**config.mk**
```make
export PLATFORM = sky130hd
export DESIGN_NAME = ap_hs_frame_source
export DESIGN_NICKNAME = d
export VERILOG_FILES = /design/src/rtl/ap_hs_frame_source.sv
export SDC_FILE = /design/constraint.sdc
export NUM_CORES = 1
export LEC_CHECK = 0
export ABC_AREA = 0
export ABC_CLOCK_PERIOD_IN_PS = 5200
export CORE_MARGIN = 2
export CORE_UTILIZATION = 60
export CTS_BUF_LIST = sky130_fd_sc_hd__clkbuf_8
export CTS_CLUSTER_SIZE = 10
export DETAILED_ROUTE_END_ITERATION = 10
export PLACE_DENSITY_LB_ADDON = 0.08
export RECOVER_POWER = 100
export SLEW_MARGIN = 40
export SYNTH_ARGS = -nofsm -noshare
export SYNTH_HDL_FRONTEND = slang
export SYNTH_SLANG_ARGS = --single-unit
```
**constraint.sdc**
```tcl
create_clock -name ap_clk -period 5.2 [get_ports ap_clk]
set_clock_uncertainty 0.1 [all_clocks]
set_input_delay 1.04 -clock ap_clk [delete_from_list [all_inputs] [get_ports ap_clk]]
set_output_delay 1.04 -clock ap_clk [all_outputs]
set_load 0.01 [all_outputs]
```
**src/rtl/ap_hs_frame_source.sv**
```systemverilog
// ap_hs producer: on ap_start emits one frame of cfg_len beats (cfg_base + k*cfg_step)
// over independent value/last ap_vld/ap_ack channels, with ap_start/ap_done/ap_idle/ap_ready control.
module ap_hs_frame_source #(
    parameter int unsigned DATA_W = 8,
    parameter int unsigned LEN_W  = 16
) (
    input  logic              ap_clk,
    input  logic              ap_rst_n,
    input  logic              ap_start,
    output logic              ap_done,
    output logic              ap_idle,
    output logic              ap_ready,
    input  logic [LEN_W-1:0]  cfg_len,
    input  logic [DATA_W-1:0] cfg_base,
    input  logic [DATA_W-1:0] cfg_step,
    output logic [DATA_W-1:0] value_V,
    output logic              value_V_ap_vld,
    input  logic              value_V_ap_ack,
    output logic              last_V,
    output logic              last_V_ap_vld,
    input  logic              last_V_ap_ack
);

    typedef enum logic [1:0] {
        IDLE = 2'd0,
        SEND = 2'd1,
        DONE = 2'd2
    } state_t;

    state_t            state_q;
    logic [LEN_W-1:0]  len_q;
    logic [LEN_W-1:0]  k_q;
    logic [DATA_W-1:0] step_q;
    logic [DATA_W-1:0] value_q;
    logic              last_q;
    logic              vvld_q;
    logic              lvld_q;
    logic              done_q;
    logic              idle_q;

    logic              v_hold;
    logic              l_hold;
    logic              advance;
    logic [LEN_W-1:0]  k_d;
    logic [DATA_W-1:0] value_d;
    logic              last_d;

    // A beat advances once neither channel still has an untransferred beat pending.
    always_comb begin
        v_hold  = vvld_q & ~value_V_ap_ack;
        l_hold  = lvld_q & ~last_V_ap_ack;
        advance = ~v_hold & ~l_hold;
        k_d     = k_q + LEN_W'(1);
        value_d = value_q + step_q;
        last_d  = (k_d == (len_q - LEN_W'(1)));
    end

    always_ff @(posedge ap_clk or negedge ap_rst_n) begin
        if (!ap_rst_n) begin
            state_q <= IDLE;
            len_q   <= '0;
            k_q     <= '0;
            step_q  <= '0;
            value_q <= '0;
            last_q  <= 1'b0;
            vvld_q  <= 1'b0;
            lvld_q  <= 1'b0;
            done_q  <= 1'b0;
            idle_q  <= 1'b1;
        end else begin
            done_q <= 1'b0;
            case (state_q)
                IDLE: begin
                    if (ap_start) begin
                        len_q   <= cfg_len;
                        step_q  <= cfg_step;
                        k_q     <= '0;
                        value_q <= cfg_base;
                        idle_q  <= 1'b0;
                        if (cfg_len != '0) begin
                            state_q <= SEND;
                            vvld_q  <= 1'b1;
                            lvld_q  <= 1'b1;
                            last_q  <= (cfg_len == LEN_W'(1));
                        end else begin
                            state_q <= DONE;
                            done_q  <= 1'b1;
                        end
                    end
                end
                SEND: begin
                    if (advance) begin
                        if (last_q) begin
                            state_q <= DONE;
                            done_q  <= 1'b1;
                            vvld_q  <= 1'b0;
                            lvld_q  <= 1'b0;
                        end else begin
                            k_q     <= k_d;
                            value_q <= value_d;
                            last_q  <= last_d;
                            vvld_q  <= 1'b1;
                            lvld_q  <= 1'b1;
                        end
                    end else begin
                        if (vvld_q && value_V_ap_ack) vvld_q <= 1'b0;
                        if (lvld_q && last_V_ap_ack)  lvld_q <= 1'b0;
                    end
                end
                DONE: begin
                    state_q <= IDLE;
                    idle_q  <= 1'b1;
                end
                default: begin
                    state_q <= IDLE;
                    idle_q  <= 1'b1;
                end
            endcase
        end
    end

    assign ap_done        = done_q;
    assign ap_ready       = done_q;
    assign ap_idle        = idle_q;
    assign value_V        = value_q;
    assign value_V_ap_vld = vvld_q;
    assign last_V         = last_q;
    assign last_V_ap_vld  = lvld_q;

endmodule

```
* Word level (Yosys, flattened, before mapping)
Cells that the tools add are included.
** Cells by class
- Add/subtract/negate cells :: 3
- Div/mod/pow operators :: 0
- Multipliers :: 0
- Shift operators :: 0
- Equality and inequality tests :: 10
- Multiplexer cells :: 34
- Bitwise operators :: 8
- $lt $le $gt $ge :: 0
- Reduce and logical (&&, ||, !) cells :: 12
** Operators with widths (count)
- $mux W16 :: 3
- $pmux W16 S2 :: 1
- $mux W8 :: 3
- $add A16 B1 Y16 const B :: 1
- $eq A16 B1 Y1 const B :: 1
- $eq A16 B16 Y1 :: 1
- $mux W1 :: 16
- $pmux W8 S2 :: 1
- $reduce_and A4 Y1 :: 4
- $reduce_bool A16 Y1 :: 1
- $sub A16 B1 Y16 const B :: 1
- $ne A2 B2 Y1 const B :: 5
- $pmux W1 S2 :: 5
- $add A8 B8 Y8 :: 1
- $mux W2 :: 4
- $ne A3 B3 Y1 const B :: 2
- $not A1 Y1 :: 5
- $pmux W2 S2 :: 1
- $reduce_and A2 Y1 :: 2
- $and A1 B1 Y1 :: 3
- $reduce_and A3 Y1 :: 1
- $eq A2 B1 Y1 const B :: 1
- $logic_and A1 B1 Y1 :: 2
- $logic_not A2 Y1 :: 1
- $reduce_bool A2 Y1 :: 1
** Word-level totals
- RAM bits :: 0
- Output and inout bits :: 14
- Bits in read-only memories :: 0
- Bits in registers :: 55
- Memories kept :: 0
- Latch bits :: 0
- Bits of input ports :: 37

* Depth between registers and ports, before layout
- Depth after elaboration :: 6
- Gate-level depth with buffers :: 10
- Depth with buffers taken out :: 10

* Least setup slack after synthesis
Ideal clock, no wire load.
- Path kind :: register -> register
- Start point :: register len_q[5]
- End point :: register last_q, in the netlist last_V
- Data arrival time :: 2.584 ns
- Buffers on the path :: 1
- Path slack :: 2.413 ns
- Cell stages (with the launch flop) :: 9
- Required time :: 4.996 ns
- Cell sequence :: dfrtp_1 buf_6 or4_4 or3_4 nor3_2 nand3b_1 xnor2_1 or4_1 o41ai_2
** Between the ends
- Longest elaborated chain between the ends :: 5
** RTL lines
- start, declared :: line 31 : logic [LEN_W-1:0] len_q;
- start signal, assigned :: line 75 : len_q <= cfg_len;
- $sub A16 B1 Y16 :: line 55 : last_d = (k_d == (len_q - LEN_W'(1)));
- $eq A16 B16 Y1 :: line 55
- $mux W1 :: line 93 : if (last_q) begin
- $mux W1 :: line 92 : if (advance) begin
- $pmux W1 S2 :: line 72 : case (state_q)
- end signal, assigned :: line 84 : last_q <= (cfg_len == LEN_W'(1));
- end signal, assigned :: line 101 : last_q <= last_d;
- end, declared :: line 35 : logic last_q;
Every way passes these cells. The select of a mux whose other input is x is not followed.
A chain may end at the register's enable or synchronous reset.

* Worst setup path in the final report
- Start point :: input port ap_start
- End point :: register k_q[8]
** Between the ends
- Longest elaborated chain between the ends :: 2
** RTL lines
- start, declared :: line 9 : input logic ap_start,
- $ne A2 B2 Y1 (no source line)
- $reduce_and A4 Y1 (no source line)
- end signal, assigned :: line 99 : k_q <= k_d;
- end, declared :: line 32 : logic [LEN_W-1:0] k_q;
Every way passes these cells.

==> flow_summary_export.csv <==
group,metric,value,unit
sta,rsz0062_at_grt,"false",
placed_design,dp_slack,1.86,ns
finish,nets,493,
floorplanning,io_pins,51,
sta,relSlewSlack,-90.9,%
clock_tree,h-tree-depth,2,
power_and_ir_drop,powerDensity,515,nW/µm²
floorplanning,die-area,6260,µm²
synth,synth_edf_count,0,
global_route,grt_pass1_wl,13400,µm
sta,setup_ws,1.56,ns
finish,final_common_cell,"nand2_1",
clock_tree,root_buffer,"clkbuf_8",
global_route,gr-usage-all-layers,27.5,%
synth,synthTopCellsByArea,"dfrtp_1, nand2_1, xnor2_1, o21ai_0, nor2_1",
routing,drc_errors,0,
clock_tree,cts_resized,0,
synth,yosysTopAreaCellShare,39.9,%
routing,wl_met2,3500,µm
synth,ys_seq_elements,55,
synth,async_flop_share,100,%
floorplanning,die_x,79.1,µm
global_route,antenna_found_initial,0,
floorplanning,fp-row-count,27,
finish,antenna_cells,0,
placed_design,dp_hpwl,5690,µm
clock_tree,cts_hold_buf,0,
sta,timing.fmax,0.275,GHz
placed_design,gp_congestion,0.889,
floorplanning,floorplan.initialDensity,61.8,%
routing,routed_wl,7640,µm
setup_path,worstSetupEndpointType,"register",
sta,tightest_slew,2.86,ns
synth,synth.largest_area_cell,"dfrtp_1",
clock_tree,clkSinkCount,55,
clock_tree,clk_path_buf_depth,2,
sta,final.setup.tns,0,ns
routing,wire_per_inst,14.7,µm
setup_path,crit_required,5.28,ns
power_and_ir_drop,power_leakage,1.80,nW
routing,vias,2924,
setup_path,path_class,"in2reg",
clock_tree,cts_made_buffers,5,
synth,synthCells,401,
global_route,overflow,0,
setup_path,cpPeakStageDelay,0.98,ns
sta,period_needed,3.64,ns
synth,syn-cell-area,3380,µm²
clock_tree,post-cts-setup-buffers,0,
routing,route.top_layer_used,"met4",
sta,finalSetupViolCount,0,
sta,final-hold-violation-count,0,
clock_tree,clk_latency,0.32,ns
routing,wl_met1,3580,µm
routing,ant_nets,0,
global_route,first_global_vias,2783,
synth,syn_nets,448,
setup_path,arrival,3.72,ns
setup_path,cp-start-kind,"primary input",
placed_design,portBuffers,50,
floorplanning,die_h,79.1,µm
sta,finalCritPeriodShare,70.0,%
clock_tree,cts_tree,"done",
finish,layout-drive-gt1-share,4.47,%
status,violations,"max-capacitance violations, max-slew violations",
finish,syn2layout_area_growth,18.0,%
routing,vias_per_cell,5.63,
finish,mostFrequentLayoutCells,"nand2_1, dfrtp_1, o21ai_0",
worst_hold_path,hold_class,"reg2reg",
routing,drt-initial-drc-count,264,
global_route,grt_max_degree,56,
floorplanning,core,5470,µm²
run,drv_cap,1,
synth,ys_seq_area_share,40.7,%
power_and_ir_drop,vdd_ir_drop_max,0.299,mV
sta,maxSlewViolCount,56,
synth,synthFlopType,"dfrtp_1",
clock_tree,clkTransAtPathRegs,0.09,ns
setup_path,crit_chain,"dlygate4sd3_1, nand2b_1, nor2_2, clkbuf_1, nor2_1, buf_4, o21ai_0, o31ai_1",
synth,syn_area_per_cell,8.44,µm²
finish,fillers,457,
setup_path,critPathSlowestCell,"clkbuf_1",
synth,ys.warnings.count,0,
routing,drt_first_pass_iters,4,
finish,final_cell_area,3990,µm²
placed_design,place_area,3930,µm²
status,outcome,"finished with violations",
synth,synthDistinctLibCells,49,
routing,dr_wl_met3,463,µm
setup_path,crit_fanout,32,
==> state kept, by name, indices dropped and copies added (netlist names), 2 cells and up <==
signal / count
step_q: 8
value_V: 8
state_q: 2
k_q: 16
len_q: 16
==> layout make-up <==
type,instances,area [µm²],area share [%]
multi-input combinational,320,1890,47.4
tap,72,90.1,2.26
sequential,55,1380,34.5
clock buffer,5,68.8,1.72
inverter,11,41.3,1.03
timing repair buffer,53,510,12.8
clock inverter,3,12.5,0.313
==> power breakdown <==
| group | internal (mW) | switching, mW |
|---|---|---|
| sequential | 0.581 | 0.166 |
| clock | 0.0911 | 0.137 |
| combinational | 0.489 | 0.593 |
| total | 1.16 | 0.897 |
==> path summary, 6_finish.rpt <==
path	from	to	slack, ns	depth (start not counted)
worst max-delay path	ap_start	k_q[8]	1.56	8
worst min-delay path	step_q[3]	step_q[3]	0.39	2
worst max register to register	len_q[5]	last_V	2.19	7
worst min register to register	step_q[3]	step_q[3]	0.39	2
max in group asynchronous	ap_rst_n	len_q[9]	1.75	2
min in group asynchronous	ap_rst_n	last_V_ap_vld	1.63	2
==> cell usage after synthesis (3+ instances only) <==
master and instances:
a21o_1 4, a21oi_1 17, and2_1 3, and3_1 6
clkbuf_1 11, dfrtp_1 54, ha_1 9, inv_1 11
nand2_1 92, nand2b_1 5, nand3_1 12, nand3b_1 3
nand4_1 3, nor2_1 32, nor2b_1 4, nor3_1 9
nor4_1 6, o21ai_0 43, o31ai_1 5, xnor2_1 31
xor2_1 8
==> through the flow <==
step / power (mW) / utilization (%) / std cells / hold WS (ns)
global route: 2.26 / 73.0 / 519 / 0.427
global placement: 1.81 / 71.7 / 511 / 0.362
CTS: 2.09 / 73.2 / 519 / 0.391
floorplan: 1.54 / - / 401 / 0.350
finish: 2.06 / 73.0 / 519 / 0.386
detailed placement: 1.86 / 71.7 / 511 / 0.368
==> metal layers <==
layer	vias up	GRT usage, %
met3	8	4.43
met4	0	7.24
li1	1459	-
met5	-	0
met2	95	41.4
met1	1362	41.6
==> kinds of logic after synthesis <==
kind of cell / synth area share [%]
xor+xnor: 10.1
fa+ha+maj: 3.92
flops: 40.7
buf+inv: 3.25
compound gates: 13.8
simple gates: 27.7
mux: 0.592
==> critical path: cells and delay by family <==
kind	cells	cell delay (ns)
AOI/OAI and AO/OA	2	0.28
buffers and inverters	3	1.87
and+or+nand+nor	3	0.52
Note: power is estimated with default switching activity, not from simulation.
